## src/rtl/key_debounce_pkg.sv

```systemverilog
`default_nettype none
// ============================================================================
// Module   : key_debounce_pkg
// Brief    : Shared types, default parameters and width helper for the
//            push-button debouncer.
// Revision : 1.0 - initial release
// ============================================================================
package key_debounce_pkg;

  // Per-channel debounce state; the encoding is fixed at two bits.
  typedef enum logic [1:0] {
    REL   = 2'b00,
    PWAIT = 2'b01,
    PRS   = 2'b10,
    RWAIT = 2'b11
  } ch_state_t;

  localparam int unsigned DEF_KEY_W          = 8;
  localparam int unsigned DEF_TICK_CYCLES    = 100000;
  localparam int unsigned DEF_DEBOUNCE_TICKS = 20;

  // Ceiling log2, clamped to at least one bit so counters never collapse.
  function automatic int unsigned cnt_width(input int unsigned n);
    int unsigned w;
    w = 0;
    for (int i = 0; i < 32; i++) begin
      if ((64'd1 << i) < 64'(n)) w = i + 1;
    end
    return (w == 0) ? 1 : w;
  endfunction

endpackage
`default_nettype wire

```

## src/rtl/key_debounce_ch.sv

```systemverilog
`default_nettype none
// ============================================================================
// Module   : key_debounce_ch
// Brief    : One key channel: 2-FF synchroniser, tick-counting debounce FSM,
//            registered stable level with press/release pulses.
// Revision : 1.0 - initial release
// ============================================================================
module key_debounce_ch
  import key_debounce_pkg::*;
#(
  parameter int unsigned DEBOUNCE_TICKS = DEF_DEBOUNCE_TICKS
) (
  input  logic clk,
  input  logic rst_n,
  input  logic key_raw,
  input  logic tick,
  output logic key_db,
  output logic key_press,
  output logic key_release,
  output logic press_next
);

  localparam int unsigned   CW       = cnt_width(DEBOUNCE_TICKS);
  localparam logic [CW-1:0] CNT_LAST = CW'(DEBOUNCE_TICKS - 1);

  logic [1:0]    sync_q;
  logic          key_sync;
  ch_state_t     state_q, state_d;
  logic [CW-1:0] cnt_q, cnt_d;
  logic          db_d;
  logic          release_d;

  assign key_sync = sync_q[1];

  // Two-flop synchroniser; resets to the released level.
  always_ff @(posedge clk or negedge rst_n) begin
    if (!rst_n) sync_q <= 2'b11;
    else        sync_q <= {sync_q[0], key_raw};
  end

  // State, tick counter and registered outputs.
  always_ff @(posedge clk or negedge rst_n) begin
    if (!rst_n) begin
      state_q     <= REL;
      cnt_q       <= '0;
      key_db      <= 1'b1;
      key_press   <= 1'b0;
      key_release <= 1'b0;
    end else begin
      state_q     <= state_d;
      cnt_q       <= cnt_d;
      key_db      <= db_d;
      key_press   <= press_next;
      key_release <= release_d;
    end
  end

  // Next-state logic: an opposite sample in a wait state aborts immediately;
  // the level is accepted on the tick that completes the required count.
  always_comb begin
    state_d    = state_q;
    cnt_d      = cnt_q;
    db_d       = key_db;
    press_next = 1'b0;
    release_d  = 1'b0;
    case (state_q)
      REL: begin
        if (!key_sync) begin
          state_d = PWAIT;
          cnt_d   = '0;
        end
      end
      PWAIT: begin
        if (key_sync) begin
          state_d = REL;
        end else if (tick) begin
          if (cnt_q == CNT_LAST) begin
            state_d    = PRS;
            db_d       = 1'b0;
            press_next = 1'b1;
          end else begin
            cnt_d = cnt_q + CW'(1);
          end
        end
      end
      PRS: begin
        if (key_sync) begin
          state_d = RWAIT;
          cnt_d   = '0;
        end
      end
      RWAIT: begin
        if (!key_sync) begin
          state_d = PRS;
        end else if (tick) begin
          if (cnt_q == CNT_LAST) begin
            state_d   = REL;
            db_d      = 1'b1;
            release_d = 1'b1;
          end else begin
            cnt_d = cnt_q + CW'(1);
          end
        end
      end
      default: state_d = REL;
    endcase
  end

endmodule
`default_nettype wire

```

## src/rtl/key_debounce.sv

```systemverilog
`default_nettype none
// ============================================================================
// Module   : key_debounce
// Brief    : Debounces KEY_W active-low push buttons for the key PIO. Holds
//            the shared tick generator, the per-key channels and key_any.
// Revision : 1.0 - initial release
// ============================================================================
module key_debounce
  import key_debounce_pkg::*;
#(
  parameter int unsigned KEY_W          = DEF_KEY_W,
  parameter int unsigned TICK_CYCLES    = DEF_TICK_CYCLES,
  parameter int unsigned DEBOUNCE_TICKS = DEF_DEBOUNCE_TICKS
) (
  input  logic             clk,
  input  logic             rst_n,
  input  logic [KEY_W-1:0] key_in,
  output logic [KEY_W-1:0] key_db,
  output logic [KEY_W-1:0] key_press,
  output logic [KEY_W-1:0] key_release,
  output logic             key_any
);

  localparam int unsigned   TW        = cnt_width(TICK_CYCLES);
  localparam logic [TW-1:0] TICK_LAST = TW'(TICK_CYCLES - 1);

  logic [TW-1:0]    tick_cnt;
  logic             tick;
  logic [KEY_W-1:0] press_next;

  assign tick = (tick_cnt == TICK_LAST);

  // Free-running tick counter shared by all channels; never restarted by keys.
  always_ff @(posedge clk or negedge rst_n) begin
    if (!rst_n)    tick_cnt <= '0;
    else if (tick) tick_cnt <= '0;
    else           tick_cnt <= tick_cnt + TW'(1);
  end

  generate
    for (genvar k = 0; k < KEY_W; k++) begin : g_ch
      key_debounce_ch #(
        .DEBOUNCE_TICKS(DEBOUNCE_TICKS)
      ) u_ch (
        .clk        (clk),
        .rst_n      (rst_n),
        .key_raw    (key_in[k]),
        .tick       (tick),
        .key_db     (key_db[k]),
        .key_press  (key_press[k]),
        .key_release(key_release[k]),
        .press_next (press_next[k])
      );
    end
  endgenerate

  // key_any registered from the same next-values as key_press so they align.
  always_ff @(posedge clk or negedge rst_n) begin
    if (!rst_n) key_any <= 1'b0;
    else        key_any <= |press_next;
  end

endmodule
`default_nettype wire

```

## config.mk

```make
export PLATFORM = sky130hd
export DESIGN_NAME = key_debounce
export DESIGN_NICKNAME = d
export VERILOG_FILES = /design/src/rtl/key_debounce_pkg.sv /design/src/rtl/key_debounce_ch.sv /design/src/rtl/key_debounce.sv
export SDC_FILE = /design/constraint.sdc
export NUM_CORES = 1
export LEC_CHECK = 0
export CAP_MARGIN = 20
export CORE_MARGIN = 3
export CORE_UTILIZATION = 30
export DETAILED_ROUTE_END_ITERATION = 10
export PLACE_DENSITY = 0.49
export SETUP_SLACK_MARGIN = 0.05
export SYNTH_ARGS = -nofsm -noshare
export SYNTH_HDL_FRONTEND = slang
export SYNTH_SLANG_ARGS = --single-unit
```

## constraint.sdc

```tcl
create_clock -name clk -period 2.6 [get_ports clk]
set_clock_uncertainty 0.1 [all_clocks]
set_input_delay 0.52 -clock clk [delete_from_list [all_inputs] [get_ports clk]]
set_output_delay 0.52 -clock clk [all_outputs]
set_load 0.005 [all_outputs]
```

==> results of run 1 <==
cell families (layout without fill, tap and decap cells):
logic type | Yosys count | count (layout) | synth area share [%]
adders and majority gates | 9 | 9 | 2.01
muxes | 1 | 1 | 0.178
xor gates and xnor gates | 21 | 21 | 3.28
DFF | 114 | 114 | 51.3
and+or+nand+nor | 241 | 241 | 24.0
AOI/OAI and AO/OA | 107 | 107 | 12.7
buffers and inverters | 68 | 96 | 6.55
per-layer routing:
metal / global-route usage, % / share of wire [%]
met1: 16.0 / 48
met2: 19.8 / 48
met3: 4.02 / 3.4
met4: 4.45 / 1.3
met5: 0 / 0
metrics by stage:
stage | worst slack, ns | total power [mW] | instances | hold slack, ns | utilization, %
6_report | 0.484 | 4.15 | 818 | 0.254 | 36.7
3_5_place_dp | 0.484 | 1.97 | 785 | 0.247 | 33.6
2_1_floorplan | 0.703 | 1.90 | 561 | 0.124 | -
3_3_place_gp | 0.570 | 1.97 | 785 | 0.246 | 33.6
5_1_grt | 0.361 | 4.34 | 818 | 0.257 | 36.7
4_1_cts | 0.456 | 4.23 | 818 | 0.255 | 36.7
state kept, by name, indices dropped and copies added (netlist names), named ones only:
| signal | count |
|---|---|
| g_ch.u_ch.key_press | 8 |
| g_ch.u_ch.key_db | 8 |
| g_ch.u_ch.cnt_q | 40 |
| key_any | 1 |
| g_ch.u_ch.sync_q | 16 |
| tick_cnt | 17 |
| g_ch.u_ch.state_q | 8 |
| g_ch.u_ch.key_release | 8 |
path summary, 6_finish.rpt:
| kind | end | from |
|---|---|---|
| worst max-delay path | g_ch[5].u_ch.cnt_q[4]$_DFFE_PN0P_ | tick_cnt[0]$_DFF_PN0_ |
| worst min-delay path | g_ch[0].u_ch.sync_q[1]$_DFF_PN1_ | g_ch[0].u_ch.sync_q[0]$_DFF_PN1_ |
| worst max register to register | g_ch[5].u_ch.cnt_q[4]$_DFFE_PN0P_ | tick_cnt[0]$_DFF_PN0_ |
| worst min register to register | g_ch[0].u_ch.sync_q[1]$_DFF_PN1_ | g_ch[0].u_ch.sync_q[0]$_DFF_PN1_ |
| max in group asynchronous | g_ch[4].u_ch.key_db$_DFFE_PN1P_ | rst_n |
| min in group asynchronous | g_ch[0].u_ch.cnt_q[2]$_DFFE_PN0P_ | rst_n |
final cells by class:
cell class	instances	area, um^2	share of cell area (%)
clock buffer	22	484	7.26
multi-input combinational	379	2360	35.5
sequential	114	2880	43.2
clock inverter	10	82.6	1.24
inverter	13	48.8	0.732
tap	229	287	4.30
timing repair buffer	51	518	7.77
power by group through the flow:
stage	logic (mW)	registers, mW	clock network (mW)
final	0.106	1.84	2.21
after global routing	0.122	1.84	2.37
after CTS	0.110	1.84	2.28
after detailed placement	0.108	1.87	0
after global placement	0.106	1.86	0
after floorplan	0.0504	1.85	0
layout by cell type, fill, tap and decap left out, types with 16 or more instances in the layout:
master	n
sky130_fd_sc_hd__nor4_1	16
sky130_fd_sc_hd__clkbuf_16	17
sky130_fd_sc_hd__o21ai_0	19
sky130_fd_sc_hd__nand3_1	42
sky130_fd_sc_hd__nand2_1	47
sky130_fd_sc_hd__dfrtp_1	90
sky130_fd_sc_hd__a21oi_1	30
sky130_fd_sc_hd__nor3_1	20
sky130_fd_sc_hd__nor2_1	34
sky130_fd_sc_hd__clkdlybuf4s50_1	33
sky130_fd_sc_hd__dfstp_2	24
==> impl_summary.txt, run 1 <==
----------------------------------------------------
[Status]
  Status ... finished clean

[Layout]
  Count of fill cells added during filler insertion ... approximately 1800
  Post-synthesis to final-layout area growth ... 18.8%
  Post-route cell area ... 6670 um^2
  Ratio of cells with drive above 1 in the final layout ... between 10 and 15%
  Count of inserted antenna diode cells ... 0
  Nets ... ~600

[Global route]
  Residual overflow from global routing ... 0
  First-pass GRT wire length ... slightly above 20 mm
  Total global routing track utilization ... 12.5%
  Vias in the first global route ... 4116
  Initial antenna violation count ... 0
  Pin count of the biggest net entering global routing ... 70

[Route]
  Number of vias in the routed layout ... about 4200
  DRT antenna net count ... 0
  Avg WL per Cell ... roughly 14 um
  Total length of routed wires ... 11.5 mm
  Iteration-0 DRC Markers ... around 310
  DRC errors left ... 0
  First-pass DRT Iterations ... 4
  Avg Vias per Cell ... 5.13

[Worst setup path]
  Bufs and invs on worst path ... 1
  Type of the worst setup path ... reg -> reg
  Instance count on the critical path ... 6
  Count of cells along the worst register-to-register path ... 6
  Kind of cell with the highest combined delay on the critical path ... simple AND/OR/NAND/NOR gates
  Setup crit start kind ... flop
  CP Capture Type ... flop
  Worst setup slack for register-to-register paths ... just under 0.5 ns
  Largest incremental delay on the critical path ... 0.52 ns
  Cell with the largest stage delay on the worst path ... sky130_fd_sc_hd__or4_1
  Arrival @ worst endpoint ... 2.34 ns
  Required time worst endpoint ... about 2.8 ns
  CP Cell Sequence ... ha_1, and4_4, nand4_2, buf_12, or4_1, o211ai_1
  Crit-path max FO ... between 60 and 70

[Placed design]
  Placed Instance Area ... between 6000 and 7000 um^2
  Final GP Congestion ... about 0.76
  Port Buffer Count ... 34
  Hpwl dp ... between 7 and 8 mm

[Pwr]
  Clock network fraction of design power ... roughly 53%
  Comb power frac ... 2.6%
  Net load switching power ... slightly above 0.9 mW
  Sw Ratio ... 21.9%
  Power per Cell Area ... 623 nW/um^2
  Static leakage ... 2.90 nW
  Peak supply drop ... between 400 and 500 uV
  Cell internal pwr ... 3.24 mW
  Sequential fraction of design power ... 44.2%

[Clock network]
  CTS tree ... yes
  Maximum buffer depth of the clock tree ... 2
  Number of H-tree branching levels ... 4
  Clock-pin slew reported for the worst setup and hold paths after clock tree synthesis ... approximately 0.05 ns
  Clock tree root driver cell ... sky130_fd_sc_hd__clkbuf_16
  Latest clock arrival within the worst-skew pair ... about 0.42 ns
  Number of post-CTS setup repair buffers ... 0
  Total clock buffers created by CTS ... 17
  Clock sink count ... between 100 and 150
  Hold bufs inserted after CTS ... 1
  # resized after CTS ... 0

[Die]
  Core region area ... between 15000 and 20000 um^2
  Floorplan die width ... roughly 140 um
  Effective utilization at floorplan ... between 30 and 40%
  Num ports ... 35
  Die H ... roughly 140 um
  Die area ... just over 20000 um^2
  Site Rows ... 49

[Run]
  Number of violations of the max-capacitance limit ... 0

[STA]
  Achievable frequency ... roughly 470 MHz
  Final count of negative-setup-slack endpoints ... 0
  Final critical-path share of the clock period ... roughly four fifths
  Max-slew violation count ... 0
  Total negative slack ... 0 ns
  Setup repair after global routing missed its margin ... false
  Transition time of the tightest slew-check pin ... around 0.76 ns
  Post-route minimum period ... approximately 2.1 ns
  Hold Vio Cnt, Final ... 0
  Slew HR ... 49.1%

[Synthesis]
  Leading cell types by count after synthesis ... 90 x sky130_fd_sc_hd__dfrtp_1, 47 x sky130_fd_sc_hd__nand2_1, 42 x sky130_fd_sc_hd__nand3_1
  Prevailing post-synth register cell ... sky130_fd_sc_hd__dfrtp_1
  Number of library cell types mapped by synthesis ... 53
  Share of synthesized flip-flops with an asynchronous set or reset ... 100%
  Sequential share of the synthesized area ... about half
  Post-synthesis instance area ... roughly 5600 um^2
  Warnings from Yosys ... 0
  Post-Syn Nets ... slightly below 600
  Instance count of the mapped netlist ... between 500 and 600
  Top-area cell type share of the netlist area ... between 40% and 50%
  Cell taking the most area after synthesis ... sky130_fd_sc_hd__dfrtp_1
  Yosys reg bits ... 114
  Synth top area cells ... sky130_fd_sc_hd__dfrtp_1 40%, sky130_fd_sc_hd__dfstp_2 11%, sky130_fd_sc_hd__nand3_1 3.7%
  Most repeated cell in the gate-level netlist after synthesis ... sky130_fd_sc_hd__dfrtp_1
  Number of synthesized flops with an enable pin ... 0
  Synthesized area divided by synthesized cell count ... 10.0 um^2

[Worst hold path]
  Worst min path class ... reg -> reg
  Number of cells on the worst hold path ... 0

----------------------------------------------------
No activity file was read; power rests on OpenSTA's default activity.
==> run 2: changes to the inputs <==
PLACE_DENSITY = 0.51   (was 0.49)
clock period = 1.9 ns   (was 2.6 ns; I/O delays follow)
==> run 2 against run 1 <==
  * The run now ends with negative setup slack left
  * Maximum frequency is 8.1% higher
  * Critical path depth stayed put
  * Sequential cell count stayed put
  * First-iteration DRC count is 3.6% higher
  * Cell area is 12% higher
  * Clock power is 40% higher
  * Highest routed layer unchanged
  * Critical endpoint is now g_ch[1].u_ch.cnt_q[4]$_DFFE_PN0P_
  * Setup slack worse by 0.54 ns
  * Register-to-register slack worse by 0.54 ns
  * Hold slack worse by 0.00091 ns
  * Sequential power is 37% higher
==> impl_summary.txt, run 2 (synthesis gave the netlist of run 1 again) <==
----------------------------------------------------
[Route]
  Total length of routed wires ... 12.4 mm (was 11.5 mm)
  Iteration-0 DRC Markers ... 316 (was 305)
  DRT antenna net count ... 0 (unchanged)
  First-pass DRT Iterations ... 6 (was 4)
  Number of vias in the routed layout ... 4462 (was 4198)
  DRC errors left ... 0 (unchanged)
  Avg WL per Cell ... 14.2 um (was 14.1 um)
  Avg Vias per Cell ... 5.10 (was 5.13)

[Worst setup path]
  Setup crit start kind ... flop (unchanged)
  Required time worst endpoint ... 2.15 ns (was 2.83 ns)
  CP Capture Type ... flop (unchanged)
  Type of the worst setup path ... reg -> reg (unchanged)
  Arrival @ worst endpoint ... 2.20 ns (was 2.34 ns)
  Crit-path max FO ... 8 (was 69)

[Layout]
  Biggest registers after layout ... g_ch.u_ch.cnt_q: 40 flops, tick_cnt: 17 flops, g_ch.u_ch.sync_q: 16 flops (unchanged)
  Post-synthesis to final-layout area growth ... 32.9% (was 18.8%)
  Nets ... 652 (was 595)
  Register with the most flip-flops ... g_ch.u_ch.cnt_q (unchanged)
  Largest register FFs ... 40 (unchanged)
  Count of fill cells added during filler insertion ... 1751 (was 1799)
  Ratio of cells with drive above 1 in the final layout ... 26.9% (was 13.9%)
  Post-route cell area ... 7460 um^2 (was 6670 um^2)
  Count of inserted antenna diode cells ... 0 (unchanged)
  Area of the multi-input gates ... 2610 um^2 (was 2360 um^2)
  Commonest non-fill, non-tap cells in the layout ... 90 x sky130_fd_sc_hd__dfrtp_1, 60 x sky130_fd_sc_hd__buf_4, 47 x sky130_fd_sc_hd__nand2_1 (was 90 x sky130_fd_sc_hd__dfrtp_1, 47 x sky130_fd_sc_hd__nand2_1, 42 x sky130_fd_sc_hd__nand3_1)
  Most common cell after layout, fill and taps aside ... sky130_fd_sc_hd__dfrtp_1 (unchanged)
  Area taken by flip-flops and latches ... 2880 um^2 (unchanged)

[Run]
  Number of violations of the max-capacitance limit ... 0 (unchanged)

[Clock network]
  CTS tree ... yes (unchanged)
  Latest clock arrival within the worst-skew pair ... 0.41 ns (was 0.42 ns)
  Maximum buffer depth of the clock tree ... 2 (unchanged)
  Clock-pin slew reported for the worst setup and hold paths after clock tree synthesis ... 0.05 ns (about the same)
  Number of H-tree branching levels ... 4 (unchanged)
  Clock tree root driver cell ... sky130_fd_sc_hd__clkbuf_16 (unchanged)
  Clock sink count ... 114 (unchanged)
  Total clock buffers created by CTS ... 17 (unchanged)

[Pwr]
  Total power ... 5.78 mW (was 4.15 mW)
  Peak supply drop ... 577 uV (was 406 uV)
  Power per Cell Area ... 774 nW/um^2 (was 623 nW/um^2)
  Static leakage ... 3.34 nW (was 2.90 nW)

[Global route]
  First-pass GRT wire length ... 20.5 mm (was 20.4 mm)
  Vias in the first global route ... 4345 (was 4116)
  Residual overflow from global routing ... 0 (unchanged)
  Initial antenna violation count ... 0 (unchanged)
  Total global routing track utilization ... 12.4% (was 12.5%)
  Pin count of the biggest net entering global routing ... 65 (was 70)

[Die]
  Core region area ... 18100 um^2 (unchanged)
  Num ports ... 35 (unchanged)
  Site Rows ... 49 (unchanged)
  Floorplan die width ... 143 um (unchanged)
  Effective utilization at floorplan ... 30.9% (unchanged)
  Die H ... 143 um (unchanged)
  Die area ... 20400 um^2 (unchanged)

[Worst hold path]
  Worst min path class ... reg -> reg (unchanged)

[Placed design]
  Hpwl dp ... 7.92 mm (was 7.26 mm)
  Port Buffer Count ... 34 (unchanged)
  Final GP Congestion ... 0.811 (was 0.758)
  Setup Slack @ Placement ... -0.0416 ns (was 0.484 ns)
  Placed Instance Area ... 6490 um^2 (was 6090 um^2)

[Status]
  Status ... complete, but fails checks (was finished clean)
  Failing checks ... negative setup slack

[STA]
  Transition time of the tightest slew-check pin ... 0.426 ns (was 0.761 ns)
  Final critical-path share of the clock period ... 103% (was 81.4%)
  Total negative slack ... -0.314 ns (was 0 ns)
  Achievable frequency ... 511 MHz (was 473 MHz)
  Least setup slack across all paths after layout ... -0.0576 ns (was 0.484 ns)
  Hold Vio Cnt, Final ... 0 (unchanged)
  Final count of negative-setup-slack endpoints ... 13 (was 0)
  Post-route minimum period ... 1.96 ns (was 2.12 ns)
  Max-slew violation count ... 0 (unchanged)
  Slew HR ... 71.5% (was 49.1%)
  Setup repair after global routing missed its margin ... true (was false)

----------------------------------------------------
-- run 2: area by class of cell --
class | count | area share, %
multi-input combinational | 379 | 35.0
clock buffer | 27 | 6.74
inverter | 13 | 0.654
clock inverter | 5 | 1.01
tap | 229 | 3.84
sequential | 114 | 38.6
timing repair buffer | 108 | 14.1
-- run 2: where the power goes --
group / internal, mW / switching [mW]
sequential: 2.47 / 0.0427
clock: 2.06 / 1.04
combinational: 0.0603 / 0.0991
total: 4.59 / 1.18
-- run 2: final timing paths --
| path | cells after the start | startpoint | slack (ns) | end |
|---|---|---|---|---|
| min | 0 | g_ch[0].u_ch.sync_q[0]$_DFF_PN1_ | 0.25 | g_ch[0].u_ch.sync_q[1]$_DFF_PN1_ |
| min in group asynchronous | 3 | rst_n | 0.42 | g_ch[0].u_ch.key_release$_DFF_PN0_ |
| max in group asynchronous | 3 | rst_n | 0.92 | g_ch[2].u_ch.key_db$_DFFE_PN1P_ |
| min reg2reg | 0 | g_ch[0].u_ch.sync_q[0]$_DFF_PN1_ | 0.25 | g_ch[0].u_ch.sync_q[1]$_DFF_PN1_ |
| max | 6 | tick_cnt[0]$_DFF_PN0_ | -0.06 | g_ch[1].u_ch.cnt_q[4]$_DFFE_PN0P_ |
| max reg2reg | 6 | tick_cnt[0]$_DFF_PN0_ | -0.06 | g_ch[1].u_ch.cnt_q[4]$_DFFE_PN0P_ |
-- run 2: through the flow --
step           util (%)  cells  hold WS (ns)
3_5_place_dp       35.8    833         0.247
5_1_grt            41.1    875         0.247
2_1_floorplan         -    561       -0.0156
4_1_cts            39.2    866         0.249
6_report           41.1    875         0.254
3_3_place_gp       35.8    833         0.246
-- run 2: worst max-delay path, cell delays in order (launching register included) --
cell	delay, ns
sky130_fd_sc_hd__dfrtp_1	0.36
sky130_fd_sc_hd__ha_2	0.19
sky130_fd_sc_hd__and4_4	0.24
sky130_fd_sc_hd__nand4_4	0.20
sky130_fd_sc_hd__buf_12	0.21
sky130_fd_sc_hd__or4_1	0.52
sky130_fd_sc_hd__nand3_1	0.08
-- run 2: repair_timing --
action,in CTS,in global routing
buffers inserted,0,5
gates cloned,0,4
setup endpoints to repair,36,49
endpoints found under the hold margin,90,0
pin swaps,0,36
hold buffers,1,0
resized for setup,14,51
-- run 2: layer usage --
layer | routed length [um] | global-route usage, %
met1 | 5670 | 15.6
met2 | 6070 | 19.7
met3 | 485 | 3.78
met4 | 212 | 5.35
met5 | 0 | 0
==> run 3: changes to the inputs <==
CORE_MARGIN = 2   (was 3)
==> run 3 against run 2 <==
  * The flow still finishes with violations (negative setup slack)
  * Total power increased by 9.7%
  * Largest power group unchanged
  * Wire length is 5.7% higher
  * Die area decreased by 2.8%
  * First-iteration DRC count is 28% lower
  * Clock power up 18%
  * Maximum frequency grew 1.3%
  * Cell count increased by 0.91%
  * Largest cell class unchanged
==> impl_summary.txt, run 3 (synthesis gave the netlist of run 1 again) <==
----------------------------------------------------
[Status]
  Status ... complete, but fails checks (unchanged)
  Failing checks ... negative setup slack (unchanged)

[Die]
  Site Rows ... 50 (was 49)
  Die H ... 141 um (was 143 um)
  Num ports ... 35 (unchanged)
  Floorplan die width ... 141 um (was 143 um)
  Effective utilization at floorplan ... 30.3% (was 30.9%)
  Core region area ... 18500 um^2 (was 18100 um^2)
  Die area ... 19800 um^2 (was 20400 um^2)

[Clock network]
  Clock sink count ... 114 (unchanged)
  Maximum buffer depth of the clock tree ... 2 (unchanged)
  Total clock buffers created by CTS ... 17 (unchanged)
  Latest clock arrival within the worst-skew pair ... 0.41 ns (about the same)
  CTS tree ... yes (unchanged)
  Number of H-tree branching levels ... 4 (unchanged)
  Clock-pin slew reported for the worst setup and hold paths after clock tree synthesis ... 0.05 ns (about the same)
  Clock tree root driver cell ... sky130_fd_sc_hd__clkbuf_16 (unchanged)

[Placed design]
  Setup Slack @ Placement ... -0.0157 ns (was -0.0416 ns)
  Number of placed cells counting well taps ... 834 (was 833)
  Hpwl dp ... 7.78 mm (was 7.92 mm)
  Port Buffer Count ... 34 (unchanged)
  Final GP Congestion ... 0.786 (was 0.811)

[STA]
  Post-route minimum period ... 1.93 ns (was 1.96 ns)
  Least setup slack across all paths after layout ... -0.0324 ns (was -0.0576 ns)
  Max-slew violation count ... 0 (unchanged)
  Final critical-path share of the clock period ... 102% (was 103%)
  Achievable frequency ... 518 MHz (was 511 MHz)
  Slew HR ... 67.7% (was 71.5%)
  Minimum hold slack ... 0.253 ns (was 0.254 ns)
  Final count of negative-setup-slack endpoints ... 14 (was 13)
  Hold Vio Cnt, Final ... 0 (unchanged)
  Setup repair after global routing missed its margin ... true (unchanged)
  Transition time of the tightest slew-check pin ... 0.484 ns (was 0.426 ns)

[Worst hold path]
  Worst min path class ... reg -> reg (unchanged)

[Layout]
  Register with the most flip-flops ... g_ch.u_ch.cnt_q (unchanged)
  Biggest registers after layout ... g_ch.u_ch.cnt_q: 40 flops, tick_cnt: 17 flops, g_ch.u_ch.sync_q: 16 flops (unchanged)
  Final core utilization ... 41.5% (was 41.1%)
  Most common cell after layout, fill and taps aside ... sky130_fd_sc_hd__dfrtp_1 (unchanged)
  Commonest non-fill, non-tap cells in the layout ... 90 x sky130_fd_sc_hd__dfrtp_1, 58 x sky130_fd_sc_hd__buf_4, 47 x sky130_fd_sc_hd__nand2_1 (was 90 x sky130_fd_sc_hd__dfrtp_1, 60 x sky130_fd_sc_hd__buf_4, 47 x sky130_fd_sc_hd__nand2_1)
  Count of fill cells added during filler insertion ... 1749 (was 1751)
  Post-synthesis to final-layout area growth ... 36.8% (was 32.9%)
  Nets ... 655 (was 652)
  Final cell count without fillers ... 883 (was 875)
  Ratio of cells with drive above 1 in the final layout ... 30.2% (was 26.9%)
  Largest register FFs ... 40 (unchanged)
  Count of inserted antenna diode cells ... 0 (unchanged)

[Pwr]
  Peak supply drop ... 570 uV (was 577 uV)
  Net load switching power ... 1.24 mW (was 1.18 mW)
  Static leakage ... 3.42 nW (was 3.34 nW)
  Sw Ratio ... 19.6% (was 20.5%)
  Comb power frac ... 2.5% (was 2.8%)
  Power per Cell Area ... 825 nW/um^2 (was 774 nW/um^2)
  Sequential fraction of design power ... 39.7% (was 43.6%)
  Cell internal pwr ... 5.10 mW (was 4.59 mW)
  Clock network fraction of design power ... 57.9% (was 53.7%)

[Route]
  Avg Vias per Cell ... 5.18 (was 5.10)
  DRC errors left ... 0 (unchanged)
  Iteration-0 DRC Markers ... 228 (was 316)
  DRT antenna net count ... 0 (unchanged)
  Avg WL per Cell ... 14.9 um (was 14.2 um)
  Number of vias in the routed layout ... 4572 (was 4462)
  Total length of routed wires ... 13.1 mm (was 12.4 mm)
  First-pass DRT Iterations ... 4 (was 6)

[Global route]
  First-pass GRT wire length ... 21.1 mm (was 20.5 mm)
  Vias in the first global route ... 4387 (was 4345)
  Total global routing track utilization ... 13.1% (was 12.4%)
  Pin count of the biggest net entering global routing ... 78 (was 65)
  Residual overflow from global routing ... 0 (unchanged)
  Initial antenna violation count ... 0 (unchanged)

[Worst setup path]
  Crit-path max FO ... 14 (was 8)
  CP Capture Type ... flop (unchanged)
  Required time worst endpoint ... 2.14 ns (was 2.15 ns)
  Arrival @ worst endpoint ... 2.17 ns (was 2.20 ns)
  Type of the worst setup path ... reg -> reg (unchanged)
  Setup crit start kind ... flop (unchanged)

[Run]
  Number of violations of the max-capacitance limit ... 0 (unchanged)

----------------------------------------------------
run 3: cell types whose count changed in the layout (fill, tap and decap cells not counted), moves of 5 or more:
cell and change:
sky130_fd_sc_hd__buf_6 +7, sky130_fd_sc_hd__a21oi_2 +8, sky130_fd_sc_hd__a21oi_1 -8, sky130_fd_sc_hd__clkbuf_1 -6, sky130_fd_sc_hd__nand3_1 -5
run 3: path summary, 6_finish.rpt:
kind | from | to | slack [ns] | cells after the start
min in group asynchronous | rst_n | asynchronous set/reset pin | 0.43 | 3
max in group asynchronous | rst_n | g_ch[6].u_ch.key_db$_DFFE_PN1P_ | 0.83 | 3
setup reg to reg | tick_cnt[8]$_DFF_PN0_ | g_ch[4].u_ch.cnt_q[3]$_DFFE_PN0P_ | -0.03 | 5
hold reg to reg | g_ch[1].u_ch.sync_q[0]$_DFF_PN1_ | g_ch[1].u_ch.sync_q[1]$_DFF_PN1_ | 0.25 | 0
hold / removal | g_ch[1].u_ch.sync_q[0]$_DFF_PN1_ | g_ch[1].u_ch.sync_q[1]$_DFF_PN1_ | 0.25 | 0
setup / recovery | tick_cnt[8]$_DFF_PN0_ | g_ch[4].u_ch.cnt_q[3]$_DFFE_PN0P_ | -0.03 | 5
run 3: routing by layer:
layer,routed length (um),track usage (%),vias to the layer above
met3,532,4.31,13
met1,5880,16.3,2286
met5,0,0,-
met2,6600,22.0,83
met4,129,3.63,0
li1,-,-,2190
run 3: timing repair:
action / CTS / global route
setup endpoints to repair: 37 / 47
hold buffers: 1 / 0
pin swaps: 0 / 23
gates resized for setup: 21 / 69
gates cloned: 0 / 4
hold endpoints to repair: 90 / 0
setup buffers: 0 / 12
run 3: power by group through the flow:
stage | registers [mW] | logic, mW | clock network [mW]
final | 2.52 | 0.156 | 3.67
after global placement | 2.55 | 0.152 | 0
after detailed placement | 2.55 | 0.153 | 0
after CTS | 2.51 | 0.156 | 3.76
after global routing | 2.52 | 0.178 | 3.87
after floorplan | 2.53 | 0.0690 | 0
run 3: stage by stage:
| stage | power (mW) | area (um^2) | TNS (ns) |
|---|---|---|---|
| 2_1_floorplan | 2.60 | 5630 | 0 |
| 3_3_place_gp | 2.70 | 6420 | 0 |
| 3_5_place_dp | 2.70 | 6420 | -0.0338 |
| 4_1_cts | 6.43 | 7170 | -0.0561 |
| 5_1_grt | 6.56 | 7680 | -1.90 |
| 6_report | 6.34 | 7680 | -0.224 |
run 3: critical path, stage by stage (launching register included):
cell and delay (ns):
sky130_fd_sc_hd__dfrtp_1 0.40, sky130_fd_sc_hd__nor4b_4 0.37, sky130_fd_sc_hd__nand4_4 0.15, sky130_fd_sc_hd__buf_4 0.23
sky130_fd_sc_hd__or4_1 0.52, sky130_fd_sc_hd__o21ai_1 0.08
run 3: final cells by class:
class                   count  area [um^2]  share of cell area (%)
repair buffers            111         1080                    14.0
flip-flops and latches    114         2880                    37.5
multi-input cells         379         2690                    35.0
clock inverters             8          169                    2.20
well taps                 234          293                    3.81
clock buffers              24          522                    6.79
inverters                  13         48.8                   0.635
